===== config.mk =====
export PLATFORM = sky130hd
export DESIGN_NAME = uart_mmio_bridge
export DESIGN_NICKNAME = d
export VERILOG_FILES = /design/src/rtl/uart_mmio_bridge.sv
export SDC_FILE = /design/constraint.sdc
export NUM_CORES = 1
export LEC_CHECK = 0
export ABC_AREA = 0
export BUFFER_PORTS_ARGS = -buffer_cell sky130_fd_sc_hd__buf_2
export CORE_MARGIN = 3
export CORE_UTILIZATION = 42
export DETAILED_ROUTE_END_ITERATION = 16
export GPL_TIMING_DRIVEN = 0
export PLACE_DENSITY = 0.74
export REMOVE_ABC_BUFFERS = 1
export SLEW_MARGIN = 20
export SYNTH_ARGS = -nofsm -noshare
export SYNTH_HDL_FRONTEND = slang
export SYNTH_SLANG_ARGS = --single-unit

===== constraint.sdc =====
create_clock -name clk -period 3.48 [get_ports clk]
set_input_delay 0.696 -clock clk [delete_from_list [all_inputs] [get_ports clk]]
set_output_delay 0.696 -clock clk [all_outputs]
set_load 0.005 [all_outputs]

===== src/rtl/uart_mmio_bridge.sv =====
`timescale 1ns/1ps
// uart_mmio_bridge: console target on the core's RAM-style request port.
// TXDATA stores drain through a TX FIFO; RXDATA loads poll uart_in.
module uart_mmio_bridge #(
    parameter logic [63:0] UART_BASE  = 64'h0000_0000_1000_0000,
    parameter int          FIFO_DEPTH = 16,
    parameter int          TX_GAP     = 0
) (
    input  logic        clk,
    input  logic        rst,
    input  logic        req_ren,
    input  logic [63:0] req_raddr,
    output logic [63:0] req_rdata,
    output logic        rd_hit,
    input  logic        req_wen,
    input  logic [63:0] req_waddr,
    input  logic [63:0] req_wdata,
    input  logic [63:0] req_wmask,
    output logic        uart_out_valid,
    output logic [7:0]  uart_out_ch,
    output logic        uart_in_valid,
    input  logic [7:0]  uart_in_ch
);
    localparam int AW = $clog2(FIFO_DEPTH);
    localparam int GW = (TX_GAP > 0) ? $clog2(TX_GAP + 1) : 1;
    localparam logic [AW:0] FULL_CNT = (AW + 1)'(FIFO_DEPTH);

    typedef enum logic [1:0] {IDLE, SEND, GAP} txState_t;
    txState_t state, stateNext;

    logic [7:0]    mem [FIFO_DEPTH];
    logic [AW-1:0] wrPtr, rdPtr;
    logic [AW:0]   count;
    logic          drop;
    logic [GW-1:0] gapCnt, gapNext;

    logic        rdHit, wrHit, full, empty;
    logic [1:0]  rdOff, wrOff;
    logic        pop, push, accept, dropSet, statusClr;
    logic [63:0] status;
    logic        unusedBits;

    assign rdHit = req_raddr[63:5] == UART_BASE[63:5];
    assign wrHit = req_waddr[63:5] == UART_BASE[63:5];
    assign rdOff = req_raddr[4:3];
    assign wrOff = req_waddr[4:3];

    assign full   = count == FULL_CNT;
    assign empty  = count == '0;
    assign status = {48'b0, 8'(count), 5'b0, drop, empty, full};

    assign push      = req_wen & wrHit & (wrOff == 2'd0)
                     & (|req_wmask[7:0]);
    assign accept    = push & (~full | pop);
    assign dropSet   = push & full & ~pop;
    assign statusClr = req_wen & wrHit & (wrOff == 2'd1)
                     & (|req_wmask[7:0]);

    assign uart_out_valid = state == SEND;
    assign uart_in_valid  = ~rst & req_ren & rdHit
                          & (rdOff == 2'd2);

    assign unusedBits = ^{req_raddr[2:0], req_waddr[2:0],
                          req_wdata[63:8], req_wmask[63:8]};

    always_comb begin
        stateNext = state;
        gapNext   = gapCnt;
        pop       = 1'b0;
        unique case (state)
            IDLE: begin
                if (!empty) begin
                    pop       = 1'b1;
                    stateNext = SEND;
                end
            end
            SEND: begin
                if (TX_GAP == 0) begin
                    if (!empty) pop = 1'b1;
                    else        stateNext = IDLE;
                end else begin
                    gapNext   = GW'(TX_GAP);
                    stateNext = GAP;
                end
            end
            GAP: begin
                gapNext = gapCnt - GW'(1);
                // last gap cycle may pop directly: exactly TX_GAP quiet cycles
                if (gapCnt <= GW'(1)) begin
                    if (!empty) begin
                        pop       = 1'b1;
                        stateNext = SEND;
                    end else begin
                        stateNext = IDLE;
                    end
                end
            end
            default: stateNext = IDLE;
        endcase
    end

    always_ff @(posedge clk) begin
        if (accept) mem[wrPtr] <= req_wdata[7:0];
    end

    always_ff @(posedge clk) begin
        if (rst) begin
            state       <= IDLE;
            gapCnt      <= '0;
            wrPtr       <= '0;
            rdPtr       <= '0;
            count       <= '0;
            drop        <= 1'b0;
            uart_out_ch <= 8'h00;
            req_rdata   <= '0;
            rd_hit      <= 1'b0;
        end else begin
            state  <= stateNext;
            gapCnt <= gapNext;
            if (accept) wrPtr <= wrPtr + AW'(1);
            if (pop) begin
                uart_out_ch <= mem[rdPtr];
                rdPtr       <= rdPtr + AW'(1);
            end
            unique case ({accept, pop})
                2'b10:   count <= count + (AW + 1)'(1);
                2'b01:   count <= count - (AW + 1)'(1);
                default: count <= count;
            endcase
            if (dropSet)        drop <= 1'b1;
            else if (statusClr) drop <= 1'b0;
            rd_hit <= req_ren & rdHit;
            if (req_ren && rdHit) begin
                unique case (rdOff)
                    2'd1:    req_rdata <= status;
                    2'd2:    req_rdata <= {56'b0, uart_in_ch};
                    default: req_rdata <= '0;
                endcase
            end else begin
                req_rdata <= '0;
            end
        end
    end
endmodule


* Word-level counts from Yosys, hierarchy flattened *
Memories as Yosys holds them, arrays and structs flattened. A register that Yosys moved wholly into a read port is not among the register bits.
Index checks and enable logic that the tools add are counted.

storage, ports and cells
  bits in writable memories = 128
  logic and storage cells = 69
  output and inout bits = 75
  register bits after elaboration = 82
  memories = 1
  input bits = 268

cells by class
  equal/unequal tests = 13
  order comparisons = 1
  muxes and demuxes = 14
  reductions and logical operators = 10
  add/sub/neg operators = 5
  bitwise logic cells = 17

memories
  name  depth  bits a word  read ports  clocked after Yosys merged registers in  wr ports  line  text
  mem   16     8            1           1                                        1         31    logic [7:0] mem [FIFO_DEPTH];

operators by type and width
  operator                                                                 count
  59-bit by 24-bit == test with 1-bit output, second input constant        2
  13-bit case mux with 2 select lines                                      1
  1-bit AND                                                                12
  5-bit case mux with 2 select lines                                       1
  4-bit by 1-bit adder with 4-bit output, second input constant            2
  2-bit by 1-bit == test with 1-bit output, second input constant          4
  8-bit OR reduction                                                       1
  1-bit two-way mux                                                        7
  2-bit == test, second input constant                                     3
  2-bit two-way mux                                                        3
  2-bit case mux with 3 select lines                                       1
  5-bit by 1-bit adder with 5-bit output, second input constant            1
  5-bit == test, second input constant                                     1
  5-bit logical NOT                                                        1
  5-bit by 1-bit subtractor with 5-bit output, second input constant       1
  2-bit logical NOT                                                        2
  2-bit inequality test, second input constant                             2
  1-bit NOT                                                                4
  2-bit nonzero test                                                       2
  2-bit OR reduction                                                       2
  3-bit AND reduction                                                      1
  2-bit by 1-bit inequality test with 1-bit output, second input constant  1
  1-bit case mux with 2 select lines                                       1
  1-bit less-or-equal comparator, second input constant                    1
  3 further kinds                                                          3

* Longest topological paths before layout *
  word-level depth = 8
  mapped depth = 12
  depth with buffers taken out = 11

* Worst setup path after synthesis *
Ideal clock, no wire load.

  path kind = in2reg
  start point = input port req_waddr[41]
  end point = register count[4]
  stages = 12
  path slack = 199 ps
  required time = 3349 ps
  data arrival time = 3150 ps
  setup time = 131 ps
  buffers on the path = 1
  cells stage by stage = nor4_1 nand4_1 or4_1 buf_2 o21ai_0 inv_1 ha_1 nor2b_1 o21ai_0 a21oi_1 nor4b_1 nor4_1

between the ends
  longest elaborated chain between the ends = 7
  elaborated cells on any way between the ends = 9
  those cells by class = eq/ne: 3; mux: 1; bitwise: 4; reduce/logical: 1

RTL lines
  item                                                                              line  text
  from (decl)                                                                       16    input logic [63:0] req_waddr,
  59-bit by 24-bit == test with 1-bit output (*)                                    44    assign wrHit = req_waddr[63:5] == UART_BASE[63:5];
  1-bit AND (*) (2 in a row)                                                        52    assign push = req_wen & wrHit & (wrOff == 2'd0)
  1-bit AND (*)                                                                     53    & (|req_wmask[7:0]);
  1-bit AND (*)                                                                     54    assign accept = push & (~full | pop);
  2-bit by 1-bit == test with 1-bit output / 2-bit == test (equally long branches)  125   unique case ({accept, pop})
  5-bit case mux with 2 select lines / 2-bit nonzero test (equally long branches)   --
  to (signal assigned)                                                              126   2'b10: count <= count + (AW + 1)'(1);
  to (signal assigned)                                                              127   2'b01: count <= count - (AW + 1)'(1);
  to (signal assigned)                                                              128   default: count <= count;
  to (decl)                                                                         33    logic [AW:0] count;

Mark *: on every way between the ends. The rest lies on a longest branch, timed or not.
A chain may end at the register's enable or synchronous reset.

* Worst setup path in the final report *
  start point = input port req_waddr[34]
  end point = register count[4]

Same word-level chain as after synthesis.

==> results.md <==
- Number of synthesis warnings: 0
- Post-synth cell types: 41
- Hold Vio Cnt, Final: 0
- Wire per inst: 20.1 µm
- Mapped cell area: 7250 µm²
- Fmax: 0.310 GHz
- Post-route ant nets: 0
- CTS Sinks: 165
- Die Area: between 15000 and 20000 µm²
- Ant diodes: 0
- Reg-to-reg slack, setup: 440 ps
- DRT iter0 DRCs: 402
- P_leak: ~3.3 nW
- GRT Total Usage: 0.194
- Synth top cells by count: edfxtp_1, buf_4, mux4_2, dfxtp_1, nor4_1
- Most common cell in the netlist: edfxtp_1
- Share of cells above drive strength 1: 0.375
- Max VDD drop: roughly 0.00035 V
- Power Total: 0.00528 W
- Mapped Cells: approximately 490
- Status: finished, final reports clean
- Die span in x: 137 µm
- Synth Area per Inst: roughly 15 µm²
- Vias per inst: 5.39
- Core ar.: 16800 µm²
- Post-synth ARST share: 0
- P&R area growth vs syn: 20.9%
- CP Capture Type: flop
- IO Pins: approximately 340
- Worst slew pin tran: 1090 ps
- # rows: 47
- H-tree Lvls: 4
- Sequential share of the synthesized area: 0.632
- Pin count of the biggest net entering global routing: 36
- DRC errors left: 0
- Top cell type's share of synthesized area: 0.530
- Root Driver: clkbuf_16
- DR vias: 4839
- CP required: 3760 ps
- RSZ-0062 raised after global routing: no
- Fin cells: 898
- Chip height: 137 µm
- Slew Limit Fails: 0
- Cts hold-fix bufs: 0
- CTS tree: built
- Initial Util: 0.433
- Skew-Pair Late Insertion Delay: 430 ps
- CP startpoint kind: input pin
- EDFF count, synth: 128
- Setup Crit Path Kind: in -> reg
- GPL Wtd Cong: 0.869
- Synth Register Bits: 165
- Num CTS Buffers: 17
- PD cells: 603 nW/µm²
- Post-DP HPWL: 13000 µm
- Main synth FF type: edfxtp_1
- Worst-path clk slew: 70 ps
- Max cap viols: 0
- TritonRoute pass-1 iters: 4
- Grt ovf: 0
- Crit path DAT: 3510 ps
- Final #Nets: 944
- Yosys top cell by area: edfxtp_1
- Fin Hold WS: 458 ps
- Top cells by area, synth: edfxtp_1, mux4_2, dfxtp_1
- Setup violators final: 0
- Worst Hold Class: reg -> reg
- Final Critical Period: 3230 ps
- Placed inst area: 8160 µm²
- Post-Route WL: 18100 µm
- Finished Cell Area: 8760 µm²
- Clock Tree Buf Depth: 2
- Number of global-route vias before repair: 4855
- Initial antenna violation count: 0
- Port bufs: 173
- Post-placement cell count: 866
- First-pass GRT wire length: 26800 µm
- Clock skew: 9.07 ps
- Fin crit share: 0.928
- Max-slew headroom: 0.272
- CP max FO: 7
[sequential cells by signal, indices dropped and copies added (netlist names), 4 cells and up]
name / count
req_rdata: 13
count: 5
mem: 128
rdPtr: 4
wrPtr: 4
uart_out_ch: 8
[final timing paths]
check,start,to,cells past startpoint
setup / recovery,req_waddr[34],count[4]$_SDFFE_PP0P_,12
hold / removal,uart_out_ch[5]$_SDFFE_PP0N_,uart_out_ch[5]$_SDFFE_PP0N_,2
setup reg to reg,count[0]$_SDFFE_PP0P_,count[4]$_SDFFE_PP0P_,10
hold reg to reg,uart_out_ch[5]$_SDFFE_PP0N_,uart_out_ch[5]$_SDFFE_PP0N_,2
[kinds of logic (layout without fill, tap and decap cells)]
group / count (synthesis) / after routing / share of synthesized area
AOI/OAI and AO/OA: 34 / 34 / 0.0288
and+or+nand+nor: 149 / 149 / 0.115
buffers and inverters: 89 / 223 / 0.0732
adders and majority gates: 11 / 11 / 0.0200
other: 1 / 51 / 0.000517
DFF: 165 / 165 / 0.632
muxes: 40 / 40 / 0.124
xor gates and xnor gates: 5 / 5 / 0.00604
[report_power, final]
group	internal, W	switching [W]	leakage [nW]
clock	0.000959	0.000850	0.277
combinational	0.000572	0.000517	1.58
sequential	0.00220	0.000182	1.45
[stage by stage]
stage	worst slack (ps)	utilization	setup TNS [ps]
floorplan	206	-	0
global placement	-196	0.484	-644
detailed placement	-332	0.487	-603
CTS	112	0.522	0
global route	77.0	0.523	0
finish	251	0.523	0
[metal layers]
| layer | up-vias | wire (µm) | GRT usage |
|---|---|---|---|
| met5 | - | 0 | 0 |
| met4 | 0 | 350 | 0.0710 |
| met3 | 19 | 1240 | 0.0351 |
| met2 | 250 | 10100 | 0.362 |
| met1 | 2401 | 6400 | 0.219 |
| li1 | 2169 | - | - |
[critical path, cell delays in order]
cell and delay, ps:
buf_2 90, nor4_1 270, nand4_1 190, or4_1 690
o21ai_1 250, inv_1 120, ha_1 330, nor2b_1 150
o21ai_1 230, a21oi_1 120, nor4b_1 270, nor4_1 90
[what timing repair did]
action | in CTS | in global routing
endpoints found under the setup margin | 1 | 2
resized for setup | 1 | 4
gates cloned | 0 | 0
setup buffers | 0 | 0
[placed cells by master (no fill, tap or decap), types with 11 or more instances in the layout]
master	instances
nand4_1	11
edfxtp_1	128
buf_2	174
mux4_2	40
inv_1	16
clkbuf_16	17
dfxtp_1	35
and3_1	19
a21oi_1	16
nor4_1	33
nand2_1	24
nor2_1	19
conb_1	51
[area by class of cell]
| cell class | instances | area, µm² |
|---|---|---|
| repair buffers | 175 | 898 |
| clock inverters | 15 | 163 |
| flip-flops and latches | 165 | 4590 |
| fillers | 1341 | 8000 |
| clock buffers | 17 | 425 |
| well taps | 220 | 275 |
| inverters | 16 | 60.1 |
| multi-input cells | 290 | 2350 |
Power figures use the tool's default switching activity.
